<file path="config.mk">
export PLATFORM = sky130hd
export DESIGN_NAME = data_bus_arbiter
export DESIGN_NICKNAME = d
export VERILOG_FILES = /design/src/rtl/data_bus_arbiter_pkg.sv /design/src/rtl/data_bus_arbiter_rr_pick.sv /design/src/rtl/data_bus_arbiter.sv
export SDC_FILE = /design/constraint.sdc
export NUM_CORES = 1
export LEC_CHECK = 0
export ABC_AREA = 0
export CORE_AREA = 3 3 119 121
export CTS_CLUSTER_SIZE = 16
export DETAILED_ROUTE_END_ITERATION = 16
export DIE_AREA = 0 0 122 124
export GPL_ROUTABILITY_DRIVEN = 0
export SYNTH_ARGS = -nofsm -noshare
export SYNTH_HDL_FRONTEND = slang
export SYNTH_HIERARCHICAL = 1
export SYNTH_SLANG_ARGS = --single-unit
</file>
<file path="constraint.sdc">
create_clock -name clk -period 2.9 [get_ports clk]
set_input_delay 0.58 -clock clk [delete_from_list [all_inputs] [get_ports clk]]
set_output_delay 0.58 -clock clk [all_outputs]
set_load 0.02 [all_outputs]
</file>
<file path="src/rtl/data_bus_arbiter_pkg.sv">
// Shared encodings for the MCU data bus arbiter: FSM states, access sizes,
// debug owner codes and the slave address map.
package data_bus_arbiter_pkg;

  typedef enum logic [1:0] {
    ARB_IDLE   = 2'b00,
    ARB_OWN_M0 = 2'b01,
    ARB_OWN_M1 = 2'b10
  } arb_state_t;

  localparam logic [1:0] BHW_BYTE = 2'b00;
  localparam logic [1:0] BHW_HALF = 2'b01;
  localparam logic [1:0] BHW_WORD = 2'b10;

  localparam logic [1:0] OWNER_NONE = 2'b00;
  localparam logic [1:0] OWNER_M0   = 2'b01;
  localparam logic [1:0] OWNER_M1   = 2'b10;

  // Each slave region is 256 bytes; the decoder compares DAddr[31:8].
  localparam logic [31:0] RAM_BASE    = 32'h2000_0200;
  localparam logic [31:0] GPO_BASE    = 32'h4000_0000;
  localparam logic [31:0] GPI_BASE    = 32'h4000_0100;
  localparam logic [31:0] GPIO_BASE   = 32'h4000_0200;
  localparam logic [31:0] REGION_MASK = 32'hFFFF_FF00;

  function automatic logic [1:0] owner_of(input arb_state_t s);
    case (s)
      ARB_OWN_M0: owner_of = OWNER_M0;
      ARB_OWN_M1: owner_of = OWNER_M1;
      default:    owner_of = OWNER_NONE;
    endcase
  endfunction

endpackage

</file>
<file path="src/rtl/data_bus_arbiter_rr_pick.sv">
// Two-way round-robin selector: on a tie the master that did not own the bus
// last wins. last = 0 means M0 owned last, 1 means M1.
module data_bus_arbiter_rr_pick (
  input  logic req0,
  input  logic req1,
  input  logic last,
  output logic grant0,
  output logic grant1
);

  assign grant0 = req0 & (~req1 | last);
  assign grant1 = req1 & (~req0 | ~last);

endmodule

</file>
<file path="src/rtl/data_bus_arbiter.sv">
// Shares the MCU data bus between the core (M0) and the DMA (M1) with bounded
// bursts, round-robin handover and error acks for unmapped addresses.
module data_bus_arbiter
  import data_bus_arbiter_pkg::*;
#(
  parameter int MAX_BURST = 8,
  parameter int AW        = 32,
  parameter int DW        = 32
) (
  input  logic          clk,
  input  logic          reset,
  input  logic          m0_req,
  input  logic          m0_lock,
  input  logic [AW-1:0] m0_addr,
  input  logic [DW-1:0] m0_wdata,
  input  logic          m0_we,
  input  logic [1:0]    m0_bhw,
  output logic          m0_ack,
  output logic          m0_err,
  output logic [DW-1:0] m0_rdata,
  input  logic          m1_req,
  input  logic          m1_lock,
  input  logic [AW-1:0] m1_addr,
  input  logic [DW-1:0] m1_wdata,
  input  logic          m1_we,
  input  logic [1:0]    m1_bhw,
  output logic          m1_ack,
  output logic          m1_err,
  output logic [DW-1:0] m1_rdata,
  output logic [AW-1:0] DAddr,
  output logic [DW-1:0] DWrData,
  output logic          DWe,
  output logic [1:0]    BHW,
  input  logic [DW-1:0] DRdData,
  input  logic          dec_hit,
  output logic [1:0]    owner
);

  localparam int CW = (MAX_BURST > 1) ? $clog2(MAX_BURST) : 1;
  localparam logic [CW-1:0] CNT_LAST = CW'(MAX_BURST - 1);

  arb_state_t    state;
  arb_state_t    state_nxt;
  logic          last;
  logic          last_nxt;
  logic [CW-1:0] burst_cnt;
  logic [CW-1:0] cnt_nxt;
  logic [1:0]    owner_q;

  logic own0;
  logic own1;
  logic act0;
  logic act1;
  logic req_own;
  logic lock_own;
  logic release_bus;
  logic pick_last;
  logic grant0;
  logic grant1;

  assign own0 = (state == ARB_OWN_M0);
  assign own1 = (state == ARB_OWN_M1);
  // Reset gates the access in the same cycle so no partial write escapes.
  assign act0 = own0 & m0_req & ~reset;
  assign act1 = own1 & m1_req & ~reset;

  assign req_own     = own1 ? m1_req : m0_req;
  assign lock_own    = own1 ? m1_lock : m0_lock;
  assign release_bus = ~req_own | ~lock_own | (burst_cnt == CNT_LAST);
  // On handover the current owner becomes "last", so the other side wins ties.
  assign pick_last   = (state == ARB_IDLE) ? last : own1;

  data_bus_arbiter_rr_pick u_rr_pick (
    .req0   (m0_req),
    .req1   (m1_req),
    .last   (pick_last),
    .grant0 (grant0),
    .grant1 (grant1)
  );

  always_comb begin
    state_nxt = state;
    last_nxt  = last;
    cnt_nxt   = burst_cnt;
    case (state)
      ARB_IDLE: begin
        cnt_nxt = '0;
        if (grant0)      state_nxt = ARB_OWN_M0;
        else if (grant1) state_nxt = ARB_OWN_M1;
      end
      ARB_OWN_M0, ARB_OWN_M1: begin
        if (release_bus) begin
          last_nxt = own1;
          cnt_nxt  = '0;
          if (grant0)      state_nxt = ARB_OWN_M0;
          else if (grant1) state_nxt = ARB_OWN_M1;
          else             state_nxt = ARB_IDLE;
        end else begin
          cnt_nxt = burst_cnt + CW'(1);
        end
      end
      default: begin
        state_nxt = ARB_IDLE;
        cnt_nxt   = '0;
      end
    endcase
  end

  always_ff @(posedge clk) begin
    if (reset) begin
      state     <= ARB_IDLE;
      last      <= 1'b1;
      burst_cnt <= '0;
      owner_q   <= OWNER_NONE;
    end else begin
      state     <= state_nxt;
      last      <= last_nxt;
      burst_cnt <= cnt_nxt;
      owner_q   <= owner_of(state_nxt);
    end
  end

  assign owner = owner_q;

  // Bus mux: only an active owner drives the bus; everything else reads as 0.
  always_comb begin
    DAddr    = '0;
    DWrData  = '0;
    DWe      = 1'b0;
    BHW      = '0;
    m0_ack   = 1'b0;
    m0_err   = 1'b0;
    m0_rdata = '0;
    m1_ack   = 1'b0;
    m1_err   = 1'b0;
    m1_rdata = '0;
    if (act0) begin
      DAddr   = m0_addr;
      DWrData = m0_wdata;
      BHW     = m0_bhw;
      DWe     = m0_we & dec_hit;
      m0_ack  = 1'b1;
      m0_err  = ~dec_hit;
      if (~m0_we & dec_hit) m0_rdata = DRdData;
    end else if (act1) begin
      DAddr   = m1_addr;
      DWrData = m1_wdata;
      BHW     = m1_bhw;
      DWe     = m1_we & dec_hit;
      m1_ack  = 1'b1;
      m1_err  = ~dec_hit;
      if (~m1_we & dec_hit) m1_rdata = DRdData;
    end
  end

endmodule

</file>
### Yosys cells after proc, flatten, opt, wreduce, memory -nomap -nowiden

Index checks and enable logic that the tools add are counted.

* equality and inequality tests: 5
* div/mod/pow operators: 0
* shifts and indexed selects: 0
* bitwise gates (word level): 24
* $mul: 0
* reductions and logical operators: 4
* $add $sub $neg: 1
* mux-type cells: 29
* $lt $le $gt $ge: 0

Operator list (count)
* 2-to-1 mux 32 bit: 9
* 2-to-1 mux 2 bit: 7
* 2-to-1 mux 1 bit: 11
* bitwise AND 1 bit: 10
* NOT 1 bit: 10
* one-hot mux 2 bit (2 select lines): 2
* equality test 2 x 1 -> 1 bit, second input constant: 2
* equality test 2 bit, second input constant: 2
* bitwise OR 1 bit: 4
* adder 3 x 1 -> 3 bit, second input constant: 1
* equality test 3 bit, second input constant: 1
* OR reduction 3 bit: 1
* zero test 2 bit: 1
* AND reduction 2 bit: 1
* OR reduction 2 bit: 1

* RAM bits: 0
* ROM bits: 0
* memories: 0
* word-level logic and storage cells: 67
* flip-flop bits (word level): 8
* bits in latches: 0
* bits of input ports: 173
* output and inout bits: 137

### Longest topological paths before layout

Gate-level depths: netlist of run 1.

* depth in word-level cells: 11
* depth in mapped cells: 9
* mapped depth without buffers: 9

### Modules after synthesis

The synthesis of run 1 kept the hierarchy.

Modules (own cells, without submodules)
* data_bus_arbiter: sequential area each 160.2 um^2, cells an instance 205, area an instance 1584.0 um^2, times used 1
* data_bus_arbiter_rr_pick: sequential area each 0.0 um^2, cells an instance 3, area an instance 18.8 um^2, times used 1

### Worst setup path after synthesis of run 1

Ideal clock, no wire load.

* path type: input to output
* from: input port reset
* to: output port DAddr[13]
* stages: 6
* setup slack: 0.612 ns
* arrival time: 1.708 ns
* cell sequence: buf_2 > and4b_1 > buf_2 > buf_2 > buf_2 > a22o_1

* cells in the longest elaborated chain, start to end: 4
* elaborated cells between the ends (all ways): 5

RTL lines
* start, declared: line data_bus_arbiter.sv:11 `input logic reset,`
* NOT 1 bit *: line data_bus_arbiter.sv:64, data_bus_arbiter.sv:65
* bitwise AND 1 bit: line data_bus_arbiter.sv:65 `assign act1 = own1 & m1_req & ~reset;`
* 2-to-1 mux 32 bit: line data_bus_arbiter.sv:145 `end else if (act1) begin`
* 2-to-1 mux 32 bit *: line data_bus_arbiter.sv:137 `if (act0) begin`
* end, declared: line data_bus_arbiter.sv:30 `output logic [AW-1:0] DAddr,`

Mark *: on every way between the ends. The rest lies on a longest branch, timed or not.

### Final worst setup path of run 1

* from: input port m0_req
* to: output port DWrData[26]

* cells in the longest elaborated chain, start to end: 3

RTL lines
* start, declared: line data_bus_arbiter.sv:12 `input logic m0_req,`
* bitwise AND 1 bit (2 in series): line data_bus_arbiter.sv:64 `assign act0 = own0 & m0_req & ~reset;`
* 2-to-1 mux 32 bit: line data_bus_arbiter.sv:137
* end, declared: line data_bus_arbiter.sv:31 `output logic [DW-1:0] DWrData,`

No other way between the ends.

==> impl_metrics.csv, run 1 <==
group,metric,value,unit
timing,max_slew_margin,72.6,%
global_route,grt_pass1_wl,16500,um
floorplanning,num_io_pins,310,
final_layout,final_layout_size_suffix_gt1_share,13.5,%
logic_synthesis,yosysUniqueCellTypes,32,
worst_setup_path,worst_setup_path_start_kind,"primary input",
timing,drv_slew,0,
place,place_ws,-0.252,ns
clocking,cts-root-buf,"clkbuf_16",
worst_setup_path,ff2ff_setup_slack,0.58,ns
logic_synthesis,ys_ff_latch,8,
routing,wirelength,12400,um
global_route,grt_pass1_vias,2670,
timing,fin_crit_sh,98.3,%
final_layout,layoutNonFillerInstCount,688,
logic_synthesis,syn_nets,387,
clocking,ctsLongestPathBuffers,2,
worst_setup_path,rr_worst_depth,9,
final_layout,final_cell_mix,"clkdlybuf4s50_1, and2_1, a22o_1",
logic_synthesis,synth_ff_type,"dfxtp_1",
worst_setup_path,crit_required,2.32,ns
floorplanning,initial_utilization,12.2,%
place,port_buffers,309,
worst_setup_path,critPathArrivalTime,2.27,ns
routing,drt_iter0_markers,117,
worst_setup_path,endpoint_kind,"output port",
logic_synthesis,synth-seq-area-share,9.99,%
timing,rsz0062_at_grt,"false",
floorplanning,core,13200,um^2
clocking,cts.sinks,8,
timing,hold_violations,0,
timing,tightestPinTransition,0.408,ns
logic_synthesis,synth_area,1600,um^2
logic_synthesis,synth_edf_count,0,
place,dpl.hpwl,10300,um
floorplanning,die_x,122,um
routing,postRouteAntennaNets,0,
clocking,numCtsBuffers,3,
routing,viasPerCell,4.16,
global_route,grt-ovfl-total,0,
clocking,htreeDepth,1,
place,placedCellCount,683,
timing,fin_ws,0.0485,ns
logic_synthesis,async_flop_share,0,%
status,status,"finished clean",
global_route,antenna_found_initial,0,
clocking,clk_latency,0.23,ns
worst_setup_path,r2r_start,"state[0]",
logic_synthesis,syn-mean-instance-area,7.71,um^2
final_layout,fin_nets,693,
final_layout,area_growth,201,%
clocking,path_clk_slew,0.04,ns
timing,fmax,351,MHz
timing,finalCriticalPeriod,2.85,ns
routing,firstDrtPassIters,4,
clocking,cts_tree,"done",
routing,routedWlPerCell,18.1,um
pwr,power.density,277,nW/um^2
worst_setup_path,path_class,"in -> out",
routing,vias,2863,
global_route,grt_usage,14.1,%
final_layout,layout_commonest_cell,"clkdlybuf4s50_1",
routing,drcViolationCount,0,
floorplanning,rows,42,
pwr,p_leak,2.30,nW
logic_synthesis,synthCells,208,
final_layout,antennaDiodeCount,0,
min_path,hold_class,"reg -> reg",
worst_setup_path,crit_end,"DWrData[26]",
global_route,grt_max_degree,42,
timing,worst_hold_slack,0.420,ns
floorplanning,die_h,124,um
pwr,peakVddDrop,383,uV
worst_setup_path,reg2reg_to,"owner[1]",
logic_synthesis,ys.warnings.count,6,
worst_setup_path,crit_start,"m0_req",
floorplanning,die_area,15100,um^2
worst_setup_path,cp_max_fo,41,
flow_run,cap_violations,0,
timing,setup_viol,0,
timing,clock_skew,0.00122,ns
-- metal layers --
metal	GRT usage, %	vias to the layer above	wire length (um)
li1	-	1385	-
met1	16.9	1327	4670
met2	27.0	149	6640
met3	2.68	2	1070
met4	0.910	0	45
met5	0	-	0
-- registers in the layout, indices dropped and copies added, names as in the netlist --
register	cells
burst_cnt	3
last	1
state	2
owner	2
-- Yosys cell counts (2+ instances only) --
master	instances	area, um^2
clkbuf_1	11	41.3
and4b_1	2	20.0
a22o_1	66	578
ha_1	6	75.1
dfxtp_1	8	160
buf_2	11	55.1
nand2_1	2	7.51
nor3_1	3	15.0
and2_1	67	419
inv_1	4	15.0
nor2b_1	2	12.5
a21boi_0	2	15.0
o21ai_1	2	10.0
nor2_1	4	15.0
-- metrics by stage --
step                setup TNS (ns)  util, %  total power, mW  instance area (um^2)
floorplan                        0        -            0.589                  1600
CTS                              0     37.5             1.35                  4940
global route                     0     36.6             1.42                  4820
global placement            -26.27     37.7             1.16                  4980
finish                           0     36.6             1.34                  4820
detailed placement          -25.14     37.7             1.17                  4980
-- repair_timing --
| action | 4_1_cts | 5_1_grt |
|---|---|---|
| hold buffers | 0 | 0 |
| pin swaps | 1 | 0 |
| resized for setup | 132 | 109 |
| endpoints found under the setup margin | 128 | 71 |
| gates cloned | 1 | 0 |
| setup buffers | 1 | 0 |
-- cells by family (layout without fill, tap and decap cells) --
kind of cell / after synthesis / count (layout) / synth area share [%]
simple gates: 89 / 89 / 36.0
compound gates: 77 / 77 / 41.1
buf+inv: 26 / 330 / 6.95
flops: 8 / 8 / 9.99
fa+ha+maj: 6 / 6 / 4.68
mux: 2 / 2 / 1.33
-- power by group --
part / internal, mW / switching [mW]
Sequential: 0.138 / 0.0133
Combinational: 0.507 / 0.449
Clock: 0.177 / 0.0502
-- layout make-up --
class / instances / area, um^2
fillers: 1392 / 8370
repair buffers: 323 / 3010
multi-input cells: 174 / 1350
well taps: 176 / 220
flip-flops and latches: 8 / 160
clock buffers: 3 / 75.1
inverters: 4 / 15.0
-- critical path: stages --
cell             delay [ns]
clkdlybuf4s50_1        0.48
nand2_1                0.07
buf_4                  0.16
nor2_4                 0.14
buf_12                 0.22
a22o_1                 0.26
clkdlybuf4s15_1        0.33
-- how the worst min path moves through the flow --
stage | startpoint | end | slack, ns | cells past startpoint
after detailed placement | burst_cnt[0] | burst_cnt[0] | 0.42 | 1
final | burst_cnt[0] | burst_cnt[0] | 0.42 | 1
after global routing | burst_cnt[0] | burst_cnt[0] | 0.45 | 1
after global placement | burst_cnt[0] | burst_cnt[0] | 0.41 | 1
after floorplan | burst_cnt[0] | burst_cnt[0] | 0.41 | 1
after CTS | burst_cnt[0] | burst_cnt[0] | 0.42 | 1
Note: power is estimated with default switching activity, not from simulation.
==> run 2, diff against run 1 <==
Settings changed: ABC_AREA 0 to not set.
==> results of run 2 <==
The final DEF is identical to that of run 1; final timing and power are the same.
